===== config.mk =====
export PLATFORM = sky130hd
export DESIGN_NAME = dpd1000_decode_seq
export DESIGN_NICKNAME = d
export VERILOG_FILES = /design/src/rtl/dpd1000_decode_seq.sv
export SDC_FILE = /design/constraint.sdc
export NUM_CORES = 1
export LEC_CHECK = 0
export ABC_CLOCK_PERIOD_IN_PS = 11400
export CAP_MARGIN = 15
export CORE_AREA = 5 5 162 280
export DETAILED_ROUTE_END_ITERATION = 16
export DIE_AREA = 0 0 167 285
export PLACE_DENSITY = 0.5
export REMOVE_ABC_BUFFERS = 1
export SLEW_MARGIN = 20
export SYNTH_ARGS = -nofsm -noshare
export SYNTH_HDL_FRONTEND = slang
export SYNTH_SLANG_ARGS = --single-unit

===== constraint.sdc =====
create_clock -name clk -period 11.4 [get_ports clk]
set_clock_uncertainty 0.05 [all_clocks]
set_input_delay 1.71 -clock clk [delete_from_list [all_inputs] [get_ports clk]]
set_output_delay 1.71 -clock clk [all_outputs]
set_load 0.05 [all_outputs]

===== src/rtl/dpd1000_decode_seq.sv =====
// dpd1000_decode_seq
// Sequential binary-declet-to-BCD converter. N packed 10-bit declets are
// converted one bit per clock through a single shared double-dabble
// datapath (10 cycles per declet), then presented behind a valid/ready
// handshake.
// Build option: define DPD_DECODE_CHECK_EN to flag declets above 999
// (group forced to 12'h999, sticky inv). Without it, inv is tied to 0 and
// out-of-range declets yield (value mod 1000) in BCD.
module dpd1000_decode_seq #(
    parameter int N = 11
) (
    input  logic              clk,
    input  logic              rst,
    input  logic              in_valid,
    output logic              in_ready,
    input  logic [10*N-1:0]   din,
    output logic              out_valid,
    input  logic              out_ready,
    output logic [12*N-1:0]   dout,
    output logic              inv
);

    typedef enum logic [1:0] {
        IDLE,
        SHIFT,
        DONE
    } state_t;

    state_t            state_q;
    state_t            state_d;
    logic [10*N-1:0]   din_q;
    logic [11:0]       acc_q;
    logic [3:0]        d_q;
    logic [3:0]        b_q;
    logic [12*N-1:0]   dout_q;

    logic [9:0]        cur_declet;
    logic [2:0]        hund_adj;
    logic [3:0]        tens_adj;
    logic [3:0]        unit_adj;
    logic [11:0]       acc_next;
    logic [11:0]       group_val;
    logic              last_bit;
    logic              last_declet;

`ifdef DPD_DECODE_CHECK_EN
    logic              bad_q;
    logic              inv_q;
`endif

    // One double-dabble step on the selected declet, MSB first.
    always_comb begin
        cur_declet  = din_q[int'(d_q)*10 +: 10];
        // The hundreds digit keeps only 3 bits: its carry out of bit 11 is
        // discarded, which is what makes 1000..1023 wrap to value mod 1000.
        hund_adj    = acc_q[10:8] + ((acc_q[11:8] >= 4'd5) ? 3'd3 : 3'd0);
        tens_adj    = (acc_q[7:4] >= 4'd5) ? acc_q[7:4] + 4'd3 : acc_q[7:4];
        unit_adj    = (acc_q[3:0] >= 4'd5) ? acc_q[3:0] + 4'd3 : acc_q[3:0];
        acc_next    = {hund_adj, tens_adj, unit_adj, cur_declet[4'd9 - b_q]};
        last_bit    = (b_q == 4'd9);
        last_declet = (d_q == 4'(N - 1));
`ifdef DPD_DECODE_CHECK_EN
        group_val   = bad_q ? 12'h999 : acc_next;
`else
        group_val   = acc_next;
`endif
    end

    // State register.
    always_ff @(posedge clk) begin
        // NOTE: sequential state uses non-blocking assignments so every
        // register samples pre-edge values regardless of statement order.
        if (rst) begin
            state_q <= IDLE;
        end else begin
            state_q <= state_d;
        end
    end

    // Next-state logic.
    always_comb begin
        // NOTE: the default assignment first keeps this block free of
        // inferred latches on every path through the case.
        state_d = state_q;
        case (state_q)
            IDLE:    if (in_valid) state_d = SHIFT;
            SHIFT:   if (last_bit && last_declet) state_d = DONE;
            DONE:    if (out_ready) state_d = IDLE;
            default: state_d = IDLE;
        endcase
    end

    // Datapath: capture on accept, shift while in SHIFT, write groups.
    always_ff @(posedge clk) begin
        if (rst) begin
            // NOTE: the result register is reset because dout must read 0
            // after reset; the capture register is cleared only for
            // determinism, nothing observes it before the next accept.
            din_q  <= '0;
            acc_q  <= '0;
            d_q    <= '0;
            b_q    <= '0;
            dout_q <= '0;
`ifdef DPD_DECODE_CHECK_EN
            bad_q  <= 1'b0;
            inv_q  <= 1'b0;
`endif
        end else begin
            case (state_q)
                IDLE: begin
                    if (in_valid) begin
                        din_q <= din;
                        acc_q <= '0;
                        d_q   <= '0;
                        b_q   <= '0;
`ifdef DPD_DECODE_CHECK_EN
                        bad_q <= 1'b0;
                        inv_q <= 1'b0;
`endif
                    end
                end
                SHIFT: begin
`ifdef DPD_DECODE_CHECK_EN
                    if (b_q == 4'd0) begin
                        bad_q <= (cur_declet > 10'd999);
                        inv_q <= inv_q | (cur_declet > 10'd999);
                    end
`endif
                    if (last_bit) begin
                        dout_q[int'(d_q)*12 +: 12] <= group_val;
                        acc_q <= '0;
                        b_q   <= '0;
                        d_q   <= d_q + 4'd1;
                    end else begin
                        acc_q <= acc_next;
                        b_q   <= b_q + 4'd1;
                    end
                end
                default: ;
            endcase
        end
    end

    assign in_ready  = (state_q == IDLE);
    assign out_valid = (state_q == DONE);
    assign dout      = dout_q;

`ifdef DPD_DECODE_CHECK_EN
    assign inv = inv_q;
`else
    assign inv = 1'b0;
`endif

endmodule


---- Word-level counts from Yosys, hierarchy flattened ----
Index checks and enable logic that the tools add are counted.
cells by class
  add/sub/neg operators ................... 7
  multipliers ............................. 2
  $lt $le $gt $ge ......................... 4
  eq/ne operators ......................... 8
  shift operators ......................... 3
  mux-type cells .......................... 18
  reduce and logical (&&, ||, !) cells .... 8
operators with widths
  operator                   number
  $bwmux 132                 1
  $shift 12x33->132 const A  1
  $shiftx 12x33->132         1
  $shiftx 110x9->10          1
  $neg 8->33                 1
  $mux 12                    2
  $pmux 12 s2                1
  $mux 4                     5
  $pmux 4 s2                 2
  $ge 4x3->1 const B         3
  $add 4x1->4 const B        2
  $add 4x2->4 const B        2
  $eq 4x4->1 const B         2
  $mux 2                     4
  $mul 4x3->7 const B        1
  $mul 4x2->6 const B        1
  $ne 2x2->1 const B         3
  $pmux 2 s3                 1
  $reduce_and 2->1           3
  $reduce_and 3->1           2
  $lt 4x5->1 const B         1
  $bmux 1 s4                 1
  $sub 4x4->4 const A        1
  $add 3x2->3                1
  other kinds (7)            7
word-level totals
  register bits ........................... 264
  input port bits ......................... 114
  output and inout bits ................... 135
  logic and storage cells ................. 56

---- Logic depth before layout (Yosys ltp) ----
  depth after elaboration ................. 6
  mapped depth ............................ 18

---- Worst setup path after synthesis ----
Ideal clock, no wire load.
  path type ............................... register to register
  from .................................... reg d_q[2]
  to ...................................... reg dout_q[71], in the netlist dout[71]
  setup time .............................. 0.071 ns
  arrival time ............................ 4.201 ns
  required time ........................... 11.279 ns
  path slack .............................. 7.079 ns
  stages on the path, launching flop included .. 16
  buffers on the path ..................... 2
  clock period less this slack ............ 4.321 ns
  cells stage by stage .................... dfxtp_1 clkbuf_1 buf_2 clkinv_1 fa_1 xnor2_1 and3_1 and2_1 ha_1 nand3_1 a2111oi_2 a31oi_2 nor4_2 o21ai_2 or3b_1 a21oi_1
on the way
  cells in the longest elaborated chain, start to end .. 6
RTL lines
  element                         RTL line  RTL
  start: declaration              33        logic [3:0] d_q;
  start signal: assignment        133       d_q <= d_q + 4'd1;
  $mul 4x3->7                     53        cur_declet = din_q[int'(d_q)*10 +: 10];
  $shiftx 110x9->10               53
  $bmux 1 s4                      59        acc_next = {hund_adj, tens_adj, unit_adj, cur_declet[4'd9 - b_q]};
  $mux 1 (implied by the code)    59
  $shiftx 12x33->132              130       dout_q[int'(d_q)*12 +: 12] <= group_val;
  $bwmux 132 (*)                  130
  end signal: indexed assignment  130
  end: declaration                35        logic [12*N-1:0] dout_q;
Every way passes the cells marked *; elsewhere a longest branch is shown, timed or not. The select of a mux whose other input is x is not followed.
A chain may end at the register's enable or synchronous reset.

---- Worst setup path after layout ----
Ends and elaborated chain as after synthesis.

==> impl_results.md <==
* Non-Filler Instances at 2289
* FF+latch area at 0.00529 sq mm
* DIE HEIGHT at 285 microns
* Hpwl dp at 34.2 mm
* Largest net degree at the start of global routing at 158
* Global placer's final weighted congestion at 0.925
* Post-CTS Setup Bufs at 0
* Antenna violation net count after detailed routing at 0
* Most frequent cells in the layout: nand2_1 (291), dfxtp_1 (261), clkdlybuf4s50_1 (246)
* Worst skew pair latency at 0.55 ns
* DR top layer: met4
* Initial drt markers at 830
* Row count at 100
* Most common cell after layout, fill and taps aside: nand2_1
* Critical path class: register to register
* Post-route DRC at 0
* Initial antenna violation count at 0
* CP Max Fanout at 36
* Crit-path slowest cell: dfxtp_2
* Synthesis-to-layout area growth at 30.0%
* Routed wl met3 at 2.09 mm
* Fin Setup TNS at 0 ns
* Vias at 11600
* Max-slew headroom at 28.4%
* R2r endpoint: dout[71]
* Port bufs at 247
* CP Buf/Inv Count at 1
* Area contributors post-synth: dfxtp_1 (42%), nand2_1 (8.7%), a21oi_1 (6.5%)
* Setup slack at placement at 5.60 ns
* Total grt overflow at 0
* VDD IR-drop max at 0.0936 mV
* Clk root buf: clkbuf_16
* Sequential area share after synthesis at 41.8%
* First-pass GRT wire length at 70.3 mm
* Fill cells at 4401
* RSZ-0062 raised after global routing: no
* Ys Warns at 0
* Post-DR wirelength/cell at 19.9 microns
* Post-Place Cell Area at 0.0155 sq mm
* Final max-slew violation count at 0
* Syn avg cell area at 8.33 sq um
* Initial core utilization at 29.7%
* Ys async rst share at 0%
* Outcome: completed
* Yosys reg bits at 264
* Reg2Reg Setup Slack at 5.55 ns
* Critical Path End Type: register
* FMAX at 171 MHz
* Placed Cells at 2240
* CTS H-tree depth at 1
* Final setup vio count at 0
* R2R depth at 13
* Die width at 167 microns
* Critical path's top delay family: simple AND/OR/NAND/NOR gates
* Pwr Density at 125 mW/mm^2
* Share of layout cells above drive strength 1 at 7.18%
* Critical Path Source Type: register
* Least-Margin Pin Slew at 1.07 ns
* Area share of the largest cell type after synthesis at 41.8%
* Routed Wire Length at 45.7 mm
* # hold bufs at CTS at 0
* Syn Inst Count at 1519
* CTS Buf Count at 27
* Die ar. at 0.0476 sq mm
* CP Data Arrival Time at 6.27 ns
* Vias in the first global route at 11900
* Final Cycle Share at 51.3%
* CP Cell Sequence: clkinv_1 -> fa_1 -> xnor2_1 -> and3_1 -> and2_1 -> ha_1 -> nand3_1 -> a2111oi_2 -> a31oi_2 -> nor4_2 -> o21ai_2 -> or3b_1 -> a21oi_1
* Fin. Hold Viols at 0
* Post-CTS sizing at 0
* CP endpoint: dout[71]
* Min Hold Slack at 0.401 ns
* CP peak stage delay at 0.98 ns
* Clock Tree Buf Depth at 3
* Gr usage total at 18.5%
* Core box area at 0.0427 sq mm
* Synthesized area at 0.0127 sq mm
* Worst min-delay path category: register to register
* DRT Pass-1 Iters at 6
* Max-cap violations at 0
* Main synth FF type: dfxtp_1
* Wire length on met1 at 16.6 mm
* Distinct cell type count of the synthesized netlist at 92
* Met2 wire len at 24.9 mm
* CTS clk-pin slew, worst paths at 0.07 ns
* Num ports at 249
* Final worst slack at 5.55 ns
* Req. time, crit path at 11.83 ns
* Source of the critical timing path: d_q[2]
* Footprint of the multi-input gates at 0.00681 sq mm
* R2r startpoint: d_q[2]
* Number of synthesized flops with an enable pin at 0
* Period minus WS final at 5.85 ns
* Clock tree from TritonCTS: yes
* DR vias/cell at 5.08
* # clock sinks at 264
* Cell taking the most area after synthesis: dfxtp_1
* Post-layout net count at 1841
* Leak at 5.66 nW
* Antenna diodes at 0
* Post-route design area at 0.0164 sq mm
* Critical path depth at 13
==> how the worst min path moves through the flow <==
stage | startpoint | endpoint | slack [ns] | cells past startpoint
2_1_floorplan | din_q[10] | din_q[10] | 0.38 | 2
3_3_place_gp | din_q[40] | din_q[40] | 0.39 | 2
3_5_place_dp | din_q[73] | din_q[73] | 0.39 | 2
4_1_cts | din_q[73] | din_q[73] | 0.40 | 2
5_1_grt | din_q[38] | din_q[38] | 0.42 | 2
6_report | din_q[73] | din_q[73] | 0.40 | 2
==> flip-flops by register name (all words and copies together), names as in the netlist <==
register,flops
state_q,2
dout,132
din_q,110
b_q,4
acc_q,12
d_q,4
==> worst min-delay path: stages (launching register included) <==
cell	delay (ns)
dfxtp_1	0.31
nand2_1	0.05
a21oi_1	0.05
==> final cells by class <==
type	count	share of cell area [%]
tap	561	4.27
clock inverter	14	1.12
clock buffer	35	4.66
sequential	264	32.2
timing repair buffer	261	15.8
inverter	27	0.616
multi-input combinational	1127	41.4
==> cell usage after synthesis (9+ instances only) <==
| cell type | number |
|---|---|
| nor2_1 | 144 |
| a32oi_1 | 10 |
| dfxtp_1 | 264 |
| nand3_1 | 60 |
| and3_1 | 13 |
| mux2i_1 | 64 |
| mux4_2 | 15 |
| a211oi_1 | 43 |
| clkbuf_1 | 70 |
| nand2b_1 | 12 |
| buf_2 | 9 |
| o21ai_0 | 55 |
| nor3_1 | 24 |
| o22ai_1 | 9 |
| ha_1 | 17 |
| a22oi_1 | 18 |
| a21oi_1 | 164 |
| nand2_1 | 292 |
| nor2b_1 | 11 |
| inv_1 | 23 |
==> per-stage QoR <==
stage,power [W],util [%]
2_1_floorplan,0.00103,-
3_3_place_gp,0.00111,36.3
6_report,0.00205,38.5
5_1_grt,0.00213,38.5
3_5_place_dp,0.00112,36.3
4_1_cts,0.00209,38.5
==> kinds of logic after synthesis <==
kind of cell	synth area share [%]
compound gates	19.9
xor+xnor	0.821
fa+ha+maj	2.00
buf+inv	4.48
flops	41.8
mux	8.80
other cells	0.0296
simple gates	22.2
==> metal layers <==
layer,vias up,global-route usage (%)
met1,5455,19.4
met4,0,7.80
li1,5752,-
met5,-,0
met2,334,36.5
met3,86,2.44
==> power by group <==
part           internal [W]  switching [W]  total, W
Clock              0.000565       0.000395  0.000960
Combinational     0.0000631      0.0000729  0.000136
Sequential         0.000944      0.0000107  0.000955
Total               0.00157       0.000479   0.00205
No activity file was read; power rests on OpenSTA's default activity.
